**config.mk**
```make
export PLATFORM = sky130hd
export DESIGN_NAME = shift_issue_buffer
export DESIGN_NICKNAME = d
export VERILOG_FILES = /design/src/rtl/shift_issue_buffer_pkg.sv /design/src/rtl/shift_issue_buffer_decode.sv /design/src/rtl/shift_issue_buffer.sv
export SDC_FILE = /design/constraint.sdc
export NUM_CORES = 1
export LEC_CHECK = 0
export CORE_MARGIN = 4
export CORE_UTILIZATION = 39
export DETAILED_ROUTE_END_ITERATION = 7
export GPL_TIMING_DRIVEN = 0
export PLACE_DENSITY = 0.7
export SYNTH_ARGS = -nofsm -noshare
export SYNTH_HDL_FRONTEND = slang
export SYNTH_HIERARCHICAL = 1
export SYNTH_SLANG_ARGS = --single-unit
export TNS_END_PERCENT = 30
```
**constraint.sdc**
```tcl
create_clock -name clk -period 4.05 [get_ports clk]
set_input_delay 0.405 -clock clk [delete_from_list [all_inputs] [get_ports clk]]
set_output_delay 0.405 -clock clk [all_outputs]
set_load 0.02 [all_outputs]
```
**src/rtl/shift_issue_buffer_pkg.sv**
```systemverilog
// Shared types and constants for the shift issue buffer: the core
// configuration record, the decoded shifter request and the buffer states.
package shift_issue_buffer_pkg;

    // Subset of the core configuration consumed by the shift path.
    typedef struct packed {
        int unsigned XLEN;
        int unsigned LOG_XLEN;
        logic        ZBB_SUPPORTED;
    } cvw_t;

    localparam cvw_t CVW_RV64_ZBB   = '{XLEN: 64, LOG_XLEN: 6, ZBB_SUPPORTED: 1'b1};
    localparam cvw_t CVW_RV32_NOZBB = '{XLEN: 32, LOG_XLEN: 5, ZBB_SUPPORTED: 1'b0};

    // Request storage is sized for the widest configuration; narrower
    // configurations leave the upper bits at zero.
    localparam int unsigned MAX_XLEN     = 64;
    localparam int unsigned MAX_LOG_XLEN = 6;

    // Funct7[6:1] codes for the three legal shift families.
    localparam logic [5:0] SHF7_LOGIC = 6'b000000;
    localparam logic [5:0] SHF7_ARITH = 6'b010000;
    localparam logic [5:0] SHF7_ROT   = 6'b011000;

    typedef struct packed {
        logic [MAX_XLEN-1:0]     A;
        logic [MAX_LOG_XLEN-1:0] Amt;
        logic                    Right;
        logic                    Rotate;
        logic                    W64;
        logic                    SubArith;
        logic                    Illegal;
    } shift_req_t;

    typedef enum logic [1:0] {
        ST_EMPTY = 2'b00,
        ST_ONE   = 2'b01,
        ST_TWO   = 2'b10
    } buf_state_e;

endpackage

```
**src/rtl/shift_issue_buffer_decode.sv**
```systemverilog
// Combinational decode of funct fields into funnel-shifter controls, with
// detection of encodings that are not legal shifts/rotates on this core.
module shift_issue_buffer_decode
    import shift_issue_buffer_pkg::*;
#(
    parameter cvw_t P = CVW_RV64_ZBB
) (
    input  logic [2:0]            Funct3,
    input  logic [6:0]            Funct7,
    input  logic                  IsImm,
    input  logic                  OpW,
    input  logic [P.XLEN-1:0]     SrcA,
    input  logic [P.LOG_XLEN-1:0] AmtSrc,
    output shift_req_t            Req
);

    localparam logic IS_RV32 = (P.XLEN == 32);
    localparam logic IS_RV64 = (P.XLEN == 64);
    localparam logic HAS_ZBB = P.ZBB_SUPPORTED;

    logic [5:0] f7_hi;
    logic       right;
    logic       sub_arith;
    logic       rotate;
    logic       w64;
    logic       f3_ok;
    logic       f7_ok;

    // Field decode and legality; OpW only means something on RV64.
    always_comb begin
        f7_hi     = Funct7[6:1];
        right     = Funct3[2];
        sub_arith = (f7_hi == SHF7_ARITH);
        rotate    = (f7_hi == SHF7_ROT);
        w64       = IS_RV64 & OpW;
        f3_ok     = (Funct3 == 3'b001) | (Funct3 == 3'b101);
        f7_ok     = (f7_hi == SHF7_LOGIC) | sub_arith | rotate;

        Req                     = '0;
        Req.A[P.XLEN-1:0]       = SrcA;
        Req.Amt[P.LOG_XLEN-1:0] = AmtSrc;
        Req.Right               = right;
        Req.Rotate              = rotate;
        Req.W64                 = w64;
        Req.SubArith            = sub_arith;
        // imm[25] (Funct7[0]) is only a shamt bit for full-width RV64 shifts.
        Req.Illegal             = ~f3_ok
                                | ~f7_ok
                                | (sub_arith & ~right)
                                | (rotate & ~HAS_ZBB)
                                | (rotate & IsImm & ~right)
                                | (IsImm & Funct7[0] & (IS_RV32 | w64))
                                | (OpW & IS_RV32);
    end

endmodule

```
**src/rtl/shift_issue_buffer.sv**
```systemverilog
// Two-entry skid buffer in front of the funnel shifter. The Head entry drives
// the outputs; the Skid entry absorbs one request when the consumer stalls so
// InReady can be a plain register with no path from OutReady.
module shift_issue_buffer
    import shift_issue_buffer_pkg::*;
#(
    parameter cvw_t P = CVW_RV64_ZBB
) (
    input  logic                  clk,
    input  logic                  reset,
    input  logic                  Flush,
    input  logic                  InValid,
    output logic                  InReady,
    input  logic [2:0]            Funct3,
    input  logic [6:0]            Funct7,
    input  logic                  IsImm,
    input  logic                  OpW,
    input  logic [P.XLEN-1:0]     SrcA,
    input  logic [P.XLEN-1:0]     SrcB,
    output logic                  OutValid,
    input  logic                  OutReady,
    output logic [P.XLEN-1:0]     A,
    output logic [P.LOG_XLEN-1:0] Amt,
    output logic                  Right,
    output logic                  Rotate,
    output logic                  W64,
    output logic                  SubArith,
    output logic                  Illegal
);

    shift_req_t in_req;
    shift_req_t head_q, head_d;
    shift_req_t skid_q, skid_d;
    buf_state_e state_q, state_d;
    logic       out_valid_q;
    logic       in_ready_q;
    logic       accept;
    logic       pop;
    logic       unused_bits;

    shift_issue_buffer_decode #(
        .P(P)
    ) u_decode (
        .Funct3 (Funct3),
        .Funct7 (Funct7),
        .IsImm  (IsImm),
        .OpW    (OpW),
        .SrcA   (SrcA),
        .AmtSrc (SrcB[P.LOG_XLEN-1:0]),
        .Req    (in_req)
    );

    assign accept = InValid & in_ready_q;
    assign pop    = out_valid_q & OutReady;

    // Next state and entry movement; Flush overrides any accept or pop.
    always_comb begin
        state_d = state_q;
        head_d  = head_q;
        skid_d  = skid_q;
        if (Flush) begin
            state_d = ST_EMPTY;
        end else begin
            case (state_q)
                ST_EMPTY: begin
                    if (accept) begin
                        state_d = ST_ONE;
                        head_d  = in_req;
                    end
                end
                ST_ONE: begin
                    if (accept && !pop) begin
                        state_d = ST_TWO;
                        skid_d  = in_req;
                    end else if (accept && pop) begin
                        head_d  = in_req;
                    end else if (pop) begin
                        state_d = ST_EMPTY;
                    end
                end
                ST_TWO: begin
                    // InReady is low here, so only a pop can happen.
                    if (pop) begin
                        state_d = ST_ONE;
                        head_d  = skid_q;
                    end
                end
                default: begin
                    state_d = ST_EMPTY;
                end
            endcase
        end
    end

    // State, entries and registered handshake flags.
    always_ff @(posedge clk or negedge reset) begin
        if (!reset) begin
            state_q     <= ST_EMPTY;
            head_q      <= '0;
            skid_q      <= '0;
            out_valid_q <= 1'b0;
            in_ready_q  <= 1'b1;
        end else begin
            state_q     <= state_d;
            head_q      <= head_d;
            skid_q      <= skid_d;
            out_valid_q <= (state_d != ST_EMPTY);
            in_ready_q  <= (state_d != ST_TWO);
        end
    end

    assign InReady  = in_ready_q;
    assign OutValid = out_valid_q;
    assign A        = head_q.A[P.XLEN-1:0];
    assign Amt      = head_q.Amt[P.LOG_XLEN-1:0];
    assign Right    = head_q.Right;
    assign Rotate   = head_q.Rotate;
    assign W64      = head_q.W64;
    assign SubArith = head_q.SubArith;
    assign Illegal  = head_q.Illegal;

    // Upper SrcB bits and the padding of the widest-case entry are unused.
    assign unused_bits = ^{SrcB, head_q.A, head_q.Amt};

endmodule

```
==> metrics.yaml, run 1 <==
grt:
  grt_overflow_total: 0
  grt_max_degree: 87
  grt_pass1_vias: 4691
  grt_pass1_wl_mm: 24.2
  grtUsageTotal: 0.148
  antenna_found_initial: 0
route:
  drtIter0Drc: 176
  wirelength_mm: 15.0
  vias: 4179
  dr.pass1.iters: 4
  ant_nets: 0
  drc_errors: 0
  wl_met1_mm: 6.56
  met2WireLength_mm: 7.38
  routed-wl-met3_um: 916
  top_layer_used: "met4"
  routedWlPerCell_um: 17.5
  via_per_inst: 4.87
placement:
  gp_congestion: 0.748
  port_buffers: 93
  dp.cells: 826
  hpwl_mm: 11.0
cts:
  cts_sinks: 154
  cts_resized: 0
  root_buffer: "clkbuf_16"
  htreeDepth: 4
  clk_latency_ns: 0.41
  clk_path_buf_depth: 2
  clkTransAtPathRegs_ns: 0.06
  tritoncts: "yes"
  post-cts-setup-buffers: 0
  numCtsBuffers: 17
  ctsHoldBuffers: 0
finish:
  regArea_um2: 3850
  fin_util: 0.506
  multiInputGateArea_um2: 2720
  syn_to_final_growth_pct: 26.3
  stdcell_count: 858
  final_layout_size_suffix_gt1_frac: 0.561
  fin_nets: 761
  fillers: 1519
  antenna_cells: 0
synthesis:
  synth.most_common_cell: "mux2_2"
  netlist_instances: 503
  ys_warn_count: 6
  syn_nets: 648
  synth.cell_area_um2: 7270
  synth_top_area_frac: 0.527
  synthArstFlopShare: 1.00
  yosysTopAreaCell: "dfrtp_1"
  synth_seq_cells: 154
  synth.area.top_cells: "dfrtp_1 53%, mux2_2 34%, buf_4 8.2%"
  syn_avg_cell_area_um2: 14.4
  synth_edf_count: 0
  synthTopCellsByCount: "217 x mux2_2, 153 x dfrtp_1, 79 x buf_4"
  yosysUniqueCellTypes: 25
  synthFlopType: "dfrtp_1"
  synth_seq_area_share: 0.531
power_and_ir_drop:
  ir_worst_vdd_uv: 292
  p_per_area_nw_per_um2: 630
  p_leak_nw: 3.96
die:
  num_rows: 49
  start_util: 0.400
  die_x_um: 144
  dieArea_um2: 20900
  die_h_um: 144
  io_pins: 222
  coreArea_um2: 18100
run:
  drv_cap: 0
timing:
  relSlewSlack: 0.467
  finalMaxSlewViolations: 0
  clock_skew_ns: 0.00676
  grt_setup_unrepaired: "false"
  min_period_ns: 2.06
  worstMarginPinSlew_ns: 0.799
  whs_ns: 0.0407
  hold_violations: 0
  period_share: 0.508
  fmax_mhz: 486
  setup_viol: 0
  fin_tns_setup_ns: 0
worst_setup_path:
  cp_slowest_stage_delay_ns: 0.44
  crit_required_ns: 4.35
  r2r_slack_ns: 1.99
  path_buf_inv: 2
  worstSetupStartpointType: "flip-flop"
  critPathTopFamily: "buffers and inverters"
  cp_max_fo: 10
  slowest_stage: "dfrtp_1"
  cp-startpoint: "state_q[0]$_DFF_PN0_"
  cp-end-kind: "flip-flop"
  crit_chain: "nand2b_1 > o32ai_2 > buf_2 > buf_4 > mux2_2"
  reg2reg_from: "state_q[0]$_DFF_PN0_"
  worstPathArrival_ns: 2.35
  crit_type: "flip-flop to flip-flop"
status:
  status: "finished, final reports clean"
min_path:
  hp-class: "input port to asynchronous set/reset pin"
==> state kept, by name, indices dropped and copies added (netlist names) <==
register and count:
A 64, Illegal 1, InReady 1, OutValid 1
SubArith 1, Rotate 1, state_q 2, Amt 6
W64 1, skid_q 75, Right 1
==> per-stage QoR <==
step / setup slack [ns] / instance area [µm²] / total power, mW
after floorplan: 2.29 / 7270 / 3.32
after global placement: -3.38 / 8480 / 3.98
after detailed placement: 1.55 / 8510 / 4.07
after CTS: 1.96 / 9180 / 5.86
after global routing: 1.85 / 9180 / 6.08
final: 1.99 / 9180 / 5.79
==> where the power goes <==
part	switching (mW)	total (mW)	internal (mW)	leakage (nW)
Sequential	0.271	2.36	2.09	1.85
Combinational	0.694	1.65	0.957	1.79
Clock	0.639	1.77	1.13	0.320
==> area by class of cell <==
type	count	share of cell area
repair buffers	94	0.105
plain buffers	98	0.0750
clock inverters	13	0.0233
flip-flops and latches	154	0.420
clock buffers	19	0.0493
inverters	1	0.000409
multi-input cells	250	0.296
well taps	229	0.0312
==> worst paths after layout <==
kind | to | cells after the start
min in group clk | skid_q[24]$_DFFE_PN0P_ | 2
min reg2reg | A[11]$_DFFE_PN0P_ | 1
max in group asynchronous | InReady$_DFF_PN1_ | 2
max reg2reg | A[47]$_DFFE_PN0P_ | 5
max | A[47]$_DFFE_PN0P_ | 5
min | skid_q[21]$_DFFE_PN0P_ | 1
==> metal layers <==
| layer | global-route usage | vias up |
|---|---|---|
| li1 | - | 1939 |
| met5 | 0 | - |
| met4 | 0.0407 | 0 |
| met1 | 0.186 | 2112 |
| met2 | 0.243 | 117 |
| met3 | 0.0529 | 11 |
==> layout by cell type (no fill, tap or decap), drive strengths merged <==
| master | synthesis | final |
|---|---|---|
| o21ai | 1 | 1 |
| nor4bb | 1 | 1 |
| clkinv | 0 | 4 |
| dfstp | 1 | 1 |
| and3 | 1 | 1 |
| nand4 | 3 | 3 |
| clkdlybuf4s50 | 0 | 92 |
| bufinv | 0 | 5 |
| inv | 1 | 3 |
| nand2b | 2 | 2 |
| nor3b | 1 | 1 |
| a21boi | 1 | 1 |
| nor4 | 1 | 1 |
| nor2 | 2 | 2 |
| a211oi | 2 | 2 |
| dfrtp | 153 | 153 |
| a221o | 1 | 1 |
| clkinvlp | 0 | 2 |
| buf | 98 | 100 |
| nand3b | 1 | 1 |
| nand3 | 1 | 1 |
| nor2b | 2 | 2 |
| o32ai | 1 | 1 |
| nand4b | 1 | 1 |
| clkbuf | 0 | 19 |
| mux2 | 225 | 225 |
| nand4bb | 1 | 1 |
| nand2 | 2 | 2 |
==> logic make-up after synthesis <==
family,synth area share
and+or+nand+nor,0.0176
DFF,0.531
muxes,0.349
buffers and inverters,0.0952
AOI/OAI and AO/OA,0.00792
(Power assumes the default switching activity.)
==> inputs of run 2 (changes only) <==
Settings changed: PLACE_DENSITY 0.7 to 0.72.
Clock period 4.05 ns to 1.8 ns, I/O delays scaled along.
==> run 2 against run 1 <==
Sequential share of layout area is 4.3 points lower. Worst setup slack worse by 2.0 ns. Non-clock buffer count grew 70. Critical endpoint is now Illegal$_DFFE_PN0P_. Critical path depth did not move. Global-route usage increased by 0.72 points. Register-to-register slack worse by 2.0 ns. Count of clock-buffer cells in the layout up 4. Design area rose by 11%. Largest power group unchanged. Die area is the same.
==> metrics.yaml, run 2 (synthesized netlist as in run 1, its figures left out) <==
worst_setup_path:
  cp-end-kind: "flip-flop"  # unchanged
  cp-startpoint: "state_q[0]$_DFF_PN0_"  # unchanged
  cp_max_fo: 10  # unchanged
  regToRegEndpoint: "Illegal$_DFFE_PN0P_"  # was A[47]$_DFFE_PN0P_
  worstSetupStartpointType: "flip-flop"  # unchanged
  worstPathArrival_ns: 2.09  # was 2.35 ns
  r2r_slack_ns: 0.005  # was 1.99 ns
  cp-endpoint: "Illegal$_DFFE_PN0P_"  # was A[47]$_DFFE_PN0P_
  crit_required_ns: 2.09  # was 4.35 ns
  ff2ff_path_depth: 5  # unchanged
  crit_type: "flip-flop to flip-flop"  # unchanged
  reg2reg_from: "state_q[0]$_DFF_PN0_"  # unchanged
cts:
  clk_path_buf_depth: 2  # unchanged
  root_buffer: "clkbuf_16"  # unchanged
  cts_sinks: 154  # unchanged
  clk_latency_ns: 0.41  # about the same
  clkTransAtPathRegs_ns: 0.06  # about the same
  htreeDepth: 4  # unchanged
  tritoncts: "yes"  # unchanged
  numCtsBuffers: 17  # unchanged
placement:
  gp_congestion: 0.779  # was 0.748
  dp_slack_ns: -0.475  # was 1.55 ns
  port_buffers: 93  # unchanged
  placed_cell_area_um2: 8510  # unchanged
  dp.cells: 826  # unchanged
  hpwl_mm: 10.8  # was 11.0 mm
timing:
  relSlewSlack: 0.580  # was 0.467
  hold_violations: 0  # unchanged
  setup_viol: 0  # unchanged
  finalMaxSlewViolations: 0  # unchanged
  worst_slack_ns: 0.00470  # was 1.99 ns
  whs_ns: 0.0193  # was 0.0407 ns
  clock_skew_ns: 0.0100  # was 0.00676 ns
  period_share: 0.997  # was 0.508
  worstMarginPinSlew_ns: 0.630  # was 0.799 ns
  min_period_ns: 1.80  # was 2.06 ns
  fmax_mhz: 557  # was 486 MHz
  fin_tns_setup_ns: 0  # unchanged
  grt_setup_unrepaired: "true"  # was false
grt:
  grt_pass1_vias: 4916  # was 4691
  grt_max_degree: 90  # was 87
  grt_overflow_total: 0  # unchanged
  antenna_found_initial: 0  # unchanged
  grt_pass1_wl_mm: 25.3  # was 24.2 mm
  grtUsageTotal: 0.155  # was 0.148
status:
  status: "finished, final reports clean"  # unchanged
finish:
  syn_to_final_growth_pct: 40.7  # was 26.3%
  largest_reg_flops: 75  # unchanged
  mostFrequentLayoutCells: "173 x mux2_2, 150 x dfrtp_1, 93 x buf_4"  # was 217 x mux2_2, 153 x dfrtp_1, 92 x clkdlybuf4s50_1
  regMostFlops: "skid_q"  # unchanged
  stdcell_count: 926  # was 858
  final_common_cell: "mux2_2"  # unchanged
  antenna_cells: 0  # unchanged
  final_layout_size_suffix_gt1_frac: 0.535  # was 0.561
  fillers: 1471  # was 1519
  fin_nets: 831  # was 761
  fin_area_um2: 10200  # was 9180 µm²
die:
  num_rows: 49  # unchanged
  die_h_um: 144  # unchanged
  start_util: 0.400  # unchanged
  die_x_um: 144  # unchanged
  io_pins: 222  # unchanged
  coreArea_um2: 18100  # unchanged
  dieArea_um2: 20900  # unchanged
route:
  wirelength_mm: 16.4  # was 15.0 mm
  drtIter0Drc: 109  # was 176
  routedWlPerCell_um: 17.7  # was 17.5 µm
  drc_errors: 0  # unchanged
  ant_nets: 0  # unchanged
  dr.pass1.iters: 3  # was 4
  vias: 4449  # was 4179
  via_per_inst: 4.80  # was 4.87
power_and_ir_drop:
  ir_worst_vdd_uv: 810  # was 292 µV
  p_per_area_nw_per_um2: 1320  # was 630 nW/µm²
  p_leak_nw: 4.48  # was 3.96 nW
run:
  drv_cap: 0  # unchanged
min_path:
  hp-class: "input port to flip-flop"  # was input port to asynchronous set/reset pin
-- run 2: stage by stage --
stage / power [mW] / utilization
floorplan: 7.46 / -
global placement: 8.96 / 0.467
detailed placement: 9.15 / 0.469
CTS: 13.3 / 0.547
global route: 14.1 / 0.563
finish: 13.5 / 0.563
-- run 2: final cells by class --
| cell class | instances | area [µm²] | share of cell area |
|---|---|---|---|
| plain buffers | 98 | 832 | 0.0814 |
| clock buffers | 23 | 478 | 0.0468 |
| clock inverters | 7 | 164 | 0.0160 |
| inverters | 1 | 3.75 | 0.000367 |
| multi-input cells | 250 | 2920 | 0.286 |
| flip-flops and latches | 154 | 3860 | 0.377 |
| well taps | 229 | 287 | 0.0280 |
| repair buffers | 164 | 1680 | 0.164 |
-- run 2: power breakdown --
| part | switching [mW] | internal (mW) | leakage, nW |
|---|---|---|---|
| registers | 0.653 | 4.71 | 1.84 |
| logic | 1.66 | 2.54 | 2.32 |
| clock network | 1.35 | 2.56 | 0.313 |
| total | 3.66 | 9.81 | 4.48 |
-- run 2: routing by layer --
layer  wire (µm)  global-route usage  up-vias
met4         160              0.0412        0
met2        8140               0.260      113
met3         906              0.0463       12
met5           0                   0        -
met1        7180               0.197     2253
li1            -                   -     2071
-- run 2: worst max-delay path: stages (launching register included) --
cell and delay (ns):
dfrtp_2 0.44, nand2b_4 0.17, o32ai_4 0.34, buf_4 0.18
buf_4 0.19, mux2_2 0.35
-- run 2: timing repair --
item | in CTS | in global routing
resized for setup | 44 | 57
setup endpoints to repair | 122 | 123
endpoints found under the hold margin | 116 | 0
pin swaps | 2 | 2
buffers inserted | 9 | 5
cloned | 2 | 2
hold buffers | 53 | 0
-- run 2: how the worst min path moves through the flow --
| stage | endpoint | depth (start not counted) | from | slack, ns |
|---|---|---|---|---|
| after floorplan | A[0]$_DFFE_PN0P_ | 0 | reset | -0.12 |
| after global placement | skid_q[26]$_DFFE_PN0P_ | 2 | SrcA[15] | 0.40 |
| after detailed placement | skid_q[4]$_DFFE_PN0P_ | 1 | reset | 0.22 |
| after CTS | skid_q[48]$_DFFE_PN0P_ | 2 | SrcA[37] | 0.0001 |
| after global routing | skid_q[8]$_DFFE_PN0P_ | 2 | SrcB[3] | -0.0005 |
| final | skid_q[35]$_DFFE_PN0P_ | 2 | SrcA[24] | 0.02 |
